### config.mk
export PLATFORM = sky130hd
export DESIGN_NAME = pilot_inserter_stream
export DESIGN_NICKNAME = d
export VERILOG_FILES = /design/src/rtl/pilot_inserter_stream.sv
export SDC_FILE = /design/constraint.sdc
export NUM_CORES = 1
export LEC_CHECK = 0
export ABC_AREA = 1
export ABC_CLOCK_PERIOD_IN_PS = 2500
export CAP_MARGIN = 20
export CORE_AREA = 2 2 118 120
export DETAILED_ROUTE_END_ITERATION = 10
export DIE_AREA = 0 0 120 122
export PLACE_DENSITY = 0.66
export SLEW_MARGIN = 0
export SYNTH_ARGS = -nofsm -noshare
export SYNTH_HDL_FRONTEND = slang
export SYNTH_SLANG_ARGS = --single-unit
### constraint.sdc
create_clock -name clk -period 2.5 [get_ports clk]
set_clock_uncertainty 0.2 [all_clocks]
set_input_delay 0.5 -clock clk [delete_from_list [all_inputs] [get_ports clk]]
set_output_delay 0.5 -clock clk [all_outputs]
set_load 0.02 [all_outputs]
### src/rtl/pilot_inserter_stream.sv
// pilot_inserter_stream
//   Streaming pilot-symbol inserter between the mapper and the pulse shaper.
//   Framed I/Q data symbols arrive on a valid/ready stream. A pilot symbol is
//   emitted before the first data symbol of each frame and again after every
//   cfg_pilot_interval data symbols. Pilot polarity may be scrambled by a
//   7-bit LFSR (x^7+x^6+1) that is reseeded at every frame start.
//
// Ports
//   clk, rst_n          clock (rising edge), asynchronous active-low reset
//   cfg_frame_size      data symbols per frame (latched at frame start)
//   cfg_pilot_interval  data symbols between pilots (latched at frame start)
//   cfg_pn_en           1: PN-scrambled pilot polarity, 0: fixed pilot
//   pilot_value         base pilot symbol {I, Q}
//   err_clr             pulse: leave the error state and return to idle
//   s_data/s_valid/s_ready  input symbol stream
//   m_data/m_valid/m_ready  registered output symbol stream
//   m_last              final data symbol of the frame
//   m_pilot             current output beat is a pilot
//   error               sticky configuration error (zero size or interval)
module pilot_inserter_stream #(
  parameter int         DATA_W  = 32,
  parameter int         FRAME_W = 8,
  parameter int         INTV_W  = 4,
  parameter logic [6:0] PN_SEED = 7'h7F
) (
  input  logic               clk,
  input  logic               rst_n,
  input  logic [FRAME_W-1:0] cfg_frame_size,
  input  logic [INTV_W-1:0]  cfg_pilot_interval,
  input  logic               cfg_pn_en,
  input  logic [DATA_W-1:0]  pilot_value,
  input  logic               err_clr,
  input  logic [DATA_W-1:0]  s_data,
  input  logic               s_valid,
  output logic               s_ready,
  output logic [DATA_W-1:0]  m_data,
  output logic               m_valid,
  input  logic               m_ready,
  output logic               m_last,
  output logic               m_pilot,
  output logic               error
);

  localparam int HALF_W = DATA_W / 2;

  typedef enum logic [1:0] {
    S_IDLE,
    S_PILOT,
    S_DATA,
    S_ERR
  } state_t;

  // Two's-complement negate of one I or Q half; the most-negative value
  // has no positive counterpart and saturates to the maximum positive.
  function automatic logic [HALF_W-1:0] neg_sat(input logic [HALF_W-1:0] x);
    logic signed [HALF_W-1:0] xs;
    logic signed [HALF_W-1:0] most_neg;
    most_neg = {1'b1, {(HALF_W-1){1'b0}}};
    xs       = signed'(x);
    if (xs == most_neg) begin
      return {1'b0, {(HALF_W-1){1'b1}}};
    end
    return -xs;
  endfunction

  state_t             state_q, state_d;
  logic [FRAME_W-1:0] size_q, size_d;
  logic [INTV_W-1:0]  intv_q, intv_d;
  logic               pn_q, pn_d;
  logic [FRAME_W-1:0] dcnt_q, dcnt_d;
  logic [INTV_W-1:0]  icnt_q, icnt_d;
  logic [6:0]         lfsr_q, lfsr_d;
  logic [DATA_W-1:0]  m_data_q, m_data_d;
  logic               m_valid_q, m_valid_d;
  logic               m_last_q, m_last_d;
  logic               m_pilot_q, m_pilot_d;
  logic               error_q, error_d;

  logic               free;
  logic [6:0]         lfsr_next;
  logic [DATA_W-1:0]  pilot_sym;
  logic               last_sym;
  logic               intv_hit;

  // Output register can take a new beat when empty or being drained now.
  assign free      = !m_valid_q || m_ready;
  assign s_ready   = (state_q == S_DATA) && free;

  assign lfsr_next = {lfsr_q[5:0], lfsr_q[6] ^ lfsr_q[5]};
  assign pilot_sym = (pn_q && lfsr_q[0])
                   ? {neg_sat(pilot_value[DATA_W-1:HALF_W]),
                      neg_sat(pilot_value[HALF_W-1:0])}
                   : pilot_value;
  assign last_sym  = (dcnt_q == size_q - FRAME_W'(1));
  assign intv_hit  = ((icnt_q + INTV_W'(1)) == intv_q);

  always_comb begin
    state_d   = state_q;
    size_d    = size_q;
    intv_d    = intv_q;
    pn_d      = pn_q;
    dcnt_d    = dcnt_q;
    icnt_d    = icnt_q;
    lfsr_d    = lfsr_q;
    m_data_d  = m_data_q;
    m_valid_d = m_valid_q;
    m_last_d  = m_last_q;
    m_pilot_d = m_pilot_q;
    error_d   = error_q;

    // A beat handed downstream empties the register unless refilled below.
    if (m_valid_q && m_ready) begin
      m_valid_d = 1'b0;
    end

    case (state_q)
      S_IDLE: begin
        if (s_valid) begin
          size_d = cfg_frame_size;
          intv_d = cfg_pilot_interval;
          pn_d   = cfg_pn_en;
          lfsr_d = PN_SEED;
          dcnt_d = '0;
          icnt_d = '0;
          if ((cfg_frame_size == '0) || (cfg_pilot_interval == '0)) begin
            state_d = S_ERR;
            error_d = 1'b1;
          end else begin
            state_d = S_PILOT;
          end
        end
      end
      S_PILOT: begin
        if (free) begin
          m_data_d  = pilot_sym;
          m_valid_d = 1'b1;
          m_pilot_d = 1'b1;
          m_last_d  = 1'b0;
          lfsr_d    = lfsr_next;
          state_d   = S_DATA;
        end
      end
      S_DATA: begin
        if (s_valid && free) begin
          m_data_d  = s_data;
          m_valid_d = 1'b1;
          m_pilot_d = 1'b0;
          m_last_d  = last_sym;
          dcnt_d    = dcnt_q + FRAME_W'(1);
          if (last_sym) begin
            state_d = S_IDLE;
          end else if (intv_hit) begin
            icnt_d  = '0;
            state_d = S_PILOT;
          end else begin
            icnt_d  = icnt_q + INTV_W'(1);
          end
        end
      end
      S_ERR: begin
        if (err_clr) begin
          error_d = 1'b0;
          state_d = S_IDLE;
        end
      end
      default: begin
        state_d = S_IDLE;
      end
    endcase
  end

  // State and output register; reset aborts any partial frame at once.
  always_ff @(posedge clk or negedge rst_n) begin
    if (!rst_n) begin
      state_q   <= S_IDLE;
      size_q    <= '0;
      intv_q    <= '0;
      pn_q      <= 1'b0;
      dcnt_q    <= '0;
      icnt_q    <= '0;
      lfsr_q    <= PN_SEED;
      m_data_q  <= '0;
      m_valid_q <= 1'b0;
      m_last_q  <= 1'b0;
      m_pilot_q <= 1'b0;
      error_q   <= 1'b0;
    end else begin
      state_q   <= state_d;
      size_q    <= size_d;
      intv_q    <= intv_d;
      pn_q      <= pn_d;
      dcnt_q    <= dcnt_d;
      icnt_q    <= icnt_d;
      lfsr_q    <= lfsr_d;
      m_data_q  <= m_data_d;
      m_valid_q <= m_valid_d;
      m_last_q  <= m_last_d;
      m_pilot_q <= m_pilot_d;
      error_q   <= error_d;
    end
  end

  assign m_data  = m_data_q;
  assign m_valid = m_valid_q;
  assign m_last  = m_last_q;
  assign m_pilot = m_pilot_q;
  assign error   = error_q;

endmodule

* Word level (Yosys, flattened, before mapping)
Cells that the tools add are included.
** Operators by class
- Add/sub/neg operators :: 5
- Equality and inequality tests :: 14
- Mux-type cells :: 43
- Bitwise operators :: 1
- Reductions and logical operators :: 21
** Operators with widths (count)
- 32-bit two-way mux :: 3
- 16-bit two-way mux :: 4
- 32-bit one-hot mux with 2 select lines :: 1
- 16-bit == test (second input constant) :: 2
- 16-bit negation :: 2
- 4-bit two-way mux :: 4
- 8-bit two-way mux :: 2
- 8-bit one-hot mux with 2 select lines :: 1
- 2-bit two-way mux :: 7
- 7-bit two-way mux :: 2
- 7-bit one-hot mux with 2 select lines :: 1
- 1-bit two-way mux :: 12
- 2-bit != test (second input constant) :: 5
- 3-bit AND reduction :: 3
- 8-bit by 1-bit adder with 8-bit output (second input constant) :: 1
- 8-bit == test :: 1
- 8-bit logical NOT :: 1
- 1-bit one-hot mux with 2 select lines :: 4
- 2-bit one-hot mux with 4 select lines :: 1
- 4-bit one-hot mux with 2 select lines :: 1
- 4-bit AND reduction :: 2
- 2-bit nonzero test :: 4
- 8-bit by 1-bit subtractor with 8-bit output (second input constant) :: 1
- 5-bit AND reduction :: 1
- 13 further kinds :: 18
** Storage, ports and cells
- Register bits after elaboration :: 70
- Input bits :: 82
- Output and inout port bits :: 37
- Logic and storage cells :: 96

* Depth between registers and ports, before layout
- Depth in word-level cells :: 6
- Gate-level depth with buffers :: 16
- Gate-level depth less buffers :: 16

* Worst setup path before layout
OpenSTA, ideal clock, no wires.
- Path type :: flip-flop to output port
- Start :: register state_q[0]
- End :: output port s_ready
- Data arrival time :: 1.355 ns
- Data required time :: 1.800 ns
- Path slack :: 0.445 ns
- Cell stages (with the launch flop) :: 7
- Buffers on the path :: 2
- Path through :: dfrtp_1 -> inv_1 -> ha_1 -> buf_4 -> inv_4 -> clkbuf_1 -> nor2_1
** On the way
- Longest elaborated chain between the ends :: 2
** Ends and longest elaborated chain
- start, declared :: RTL line 66 : state_t state_q, state_d;
- start signal, assigned :: RTL line 188 : state_q <= state_d;
- 2-bit == test :: RTL line 87 : assign s_ready = (state_q == S_DATA) && free;
- 1-bit logical AND :: RTL line 87
- end, declared :: RTL line 35 : output logic s_ready,
No other way between the ends.

* Final worst setup path
Ends and elaborated chain as after synthesis.

==> metrics.csv <==
stage,metric,value,unit
power_and_ir_drop,total leakage power,3.02,nW
route,metal3 WL,404,um
die,I/O pin cnt,119,
layout,Filler cells,1365,
layout,Final Util,0.473,
cts,clock sink total,70,
route,vias,4418,
yosys,Yosys reg bits,70,
global_route,gr usage total,0.181,
yosys,largest family of logic cells by synthesized area,simple AND/OR/NAND/NOR gates,
yosys,distinct cell type count after synthesis,43,
cts,clock slew at reported path FFs,0.06,ns
yosys,XOR/XNOR Fraction of Synth Area,0.0568,
die,total die area,14600,sq um
layout,multi-input logic area,2440,sq um
die,Die H,122,um
power_and_ir_drop,pwr/cell area,1160,nW/um^2
yosys,Synth Net Count,731,
route,WL met2,6130,um
cts,root buffer cell,clkbuf_16,
critical_path,crit path from,state_q[0],
route,WL final,12500,um
route,Metal-1 WL,5790,um
place,dpl cell area,6100,sq um
global_route,vias in the first global route,4345,
yosys,async set-or-reset flop fraction in the synthesized netlist,1.00,
critical_path,Worst Path Arrival,1.56,ns
yosys,Syn Area/Cell,7.23,sq um
route,drt pass-1 iters,4,
yosys,area fraction in compound gates after synthesis,0.135,
global_route,antenna violations before repair,0,
cts,H-tree depth,3,
worst_hold_path,Hold Path Class,register to register,
worst_hold_path,hold_sp,m_data[25],
yosys,adder-cell share of the synthesized area,0.0243,
yosys,number of synthesized flops with an enable pin,0,
die,Die Wd,120,um
yosys,synth top area cells,"dfrtp_1 34%, nand2_1 14%, inv_1 6.3%, o21ai_0 5.6%, nor2_1 5.3%",
layout,"commonest non-fill, non-tap cell in the layout",nand2_1,
yosys,ys flop type,dfrtp_1,
yosys,Mapped Cells,640,
sta,# setup viols final,0,
power_and_ir_drop,Peak VDD IR,0.000454,V
sta,RSZ-0062 raised after global routing,no,
yosys,multiplexer share of the synthesized area,0.00243,
die,Initial Utilization,0.343,
sta,Slew HR,0.704,
critical_path,Worst Path Required,1.80,ns
global_route,largest net degree at the start of global routing,39,
layout,design area,6390,sq um
layout,area grow syn2layout,38.1,%
route,vias per cell,4.63,
yosys,Simple-Gate Fraction of Synth Area,0.309,
sta,Fin. Hold Viols,0,
layout,Post-Layout Cell Count,954,
yosys,synth warn,0,
sta,Tmin final,2.26,ns
critical_path,CP Launch Type,register,
flow_run,max_cap viols,0,
yosys,area share of the largest cell type after synthesis,0.341,
place,placed cell count,937,
sta,crit share post-route,0.902,
layout,diode count,0,
route,DRC viols,0,
cts,CTS tree,done,
cts,Clock Path Buffers,2,
yosys,"area leader, netlist",dfrtp_1,
sta,Max Slew Vio Count,0,
critical_path,CP endpoint kind,output pin,
die,CORE AREA,13500,sq um
route,DR iter-0 viols,178,
layout,most frequent cells in the layout,"175 x nand2_1, 116 x clkdlybuf4s50_1, 78 x inv_1, 65 x nor2_1, 63 x dfrtp_1",
place,HPWL after detailed placement,9420,um
layout,share of cells above drive strength 1,0.115,
route,Routed WL per cell,13.1,um
critical_path,FF-to-FF Start,state_q[0],
place,routability-driven placement congestion ratio,0.865,
cts,CTS Buf Count,9,
sta,Least-Margin Pin Slew,0.445,ns
critical_path,"critical path fanouts, max",4,
outcome,outcome,completed,
sta,fmax,0.443,GHz
route,ANT nets after route,0,
die,std cell rows,43,
layout,Reg area,1760,sq um
place,Port-buffer cells,118,
global_route,first-pass GRT wire length,21100,um
layout,Final nets,860,
route,Max Used Layer,met4,
critical_path,CP Class,register to output pin,
sta,TNS Setup,0,ns
yosys,Post-Syn Area,4630,sq um
cts,clk_lat worst skew,0.33,ns
yosys,"Seq/Total Area, Yosys",0.380,
global_route,GRT overflow,0,
==> routing by layer <==
layer | up-vias | GRT usage
met2 | 78 | 0.299
met5 | - | 0
li1 | 2299 | -
met3 | 15 | 0.0257
met1 | 2026 | 0.243
met4 | 0 | 0.0647
==> Yosys cell counts, types with 6 or more instances <==
master    number
nand3_1       27
o21ai_0       52
xnor2_1        7
nand2_1      175
a22oi_1        6
inv_2          6
dfrtp_1       63
nor3_1         6
nand2_2       12
nand4_1        6
nor2_2         9
xor2_1        23
a21oi_1        9
o21ai_1       24
clkbuf_1       6
ha_1           9
nor2_1        65
inv_1         78
dfstp_2        7
==> cell families after synthesis <==
kind of cell / Yosys count
AO/OA/AOI/OAI: 107
adder cells (fa/ha/maj): 9
multiplexers: 1
buffers and inverters: 103
XOR/XNOR: 30
flip-flops: 70
AND/OR/NAND/NOR: 320
==> critical path, cell delays in order (launching register included) <==
cell           delay, ns
dfrtp_1             0.42
inv_1               0.10
ha_1                0.21
inv_4               0.07
nor2_1              0.09
dlygate4sd2_1       0.33
==> layout make-up <==
cell class,count,area share
clock buffers,13,0.0423
clock inverters,3,0.00274
inverters,85,0.0503
multi-input cells,467,0.382
flip-flops and latches,70,0.275
well taps,180,0.0352
repair buffers,136,0.212
==> flip-flops by register name, indices dropped and copies added, names as in the netlist, 2 cells and up <==
| register | cells |
|---|---|
| dcnt_q | 8 |
| icnt_q | 4 |
| intv_q | 4 |
| lfsr_q | 7 |
| m_data | 32 |
| size_q | 8 |
| state_q | 2 |
==> power breakdown <==
group          switching [W]  total (W)  internal [W]
clock               0.000487    0.00124      0.000750
combinational        0.00252    0.00427       0.00175
sequential          0.000315    0.00194       0.00163
==> worst paths after layout <==
check                        endpoint  slack (ns)  cells past startpoint
min                        m_data[25]        0.28                      2
min in group asynchronous       error        0.45                      2
max reg2reg                 m_data[2]        0.32                      8
max in group asynchronous   lfsr_q[0]        1.03                      3
min reg2reg                m_data[25]        0.28                      2
max                           s_ready        0.24                      5
==> per-stage QoR <==
step                setup WS (ns)  total power (W)  hold WS (ns)
floorplan                   0.445          0.00474       0.00441
global placement           0.0239          0.00622         0.259
detailed placement         0.0202          0.00627         0.264
CTS                         0.218          0.00755         0.280
global route                0.165          0.00814         0.307
finish                      0.244          0.00745         0.275
==> timing repair <==
action	4_1_cts	5_1_grt
setup endpoints to repair	1	0
buffers inserted	0	0
gates resized for setup	1	0
hold buffers	1	0
endpoints found under the hold margin	32	0
Power figures use the tool's default switching activity.
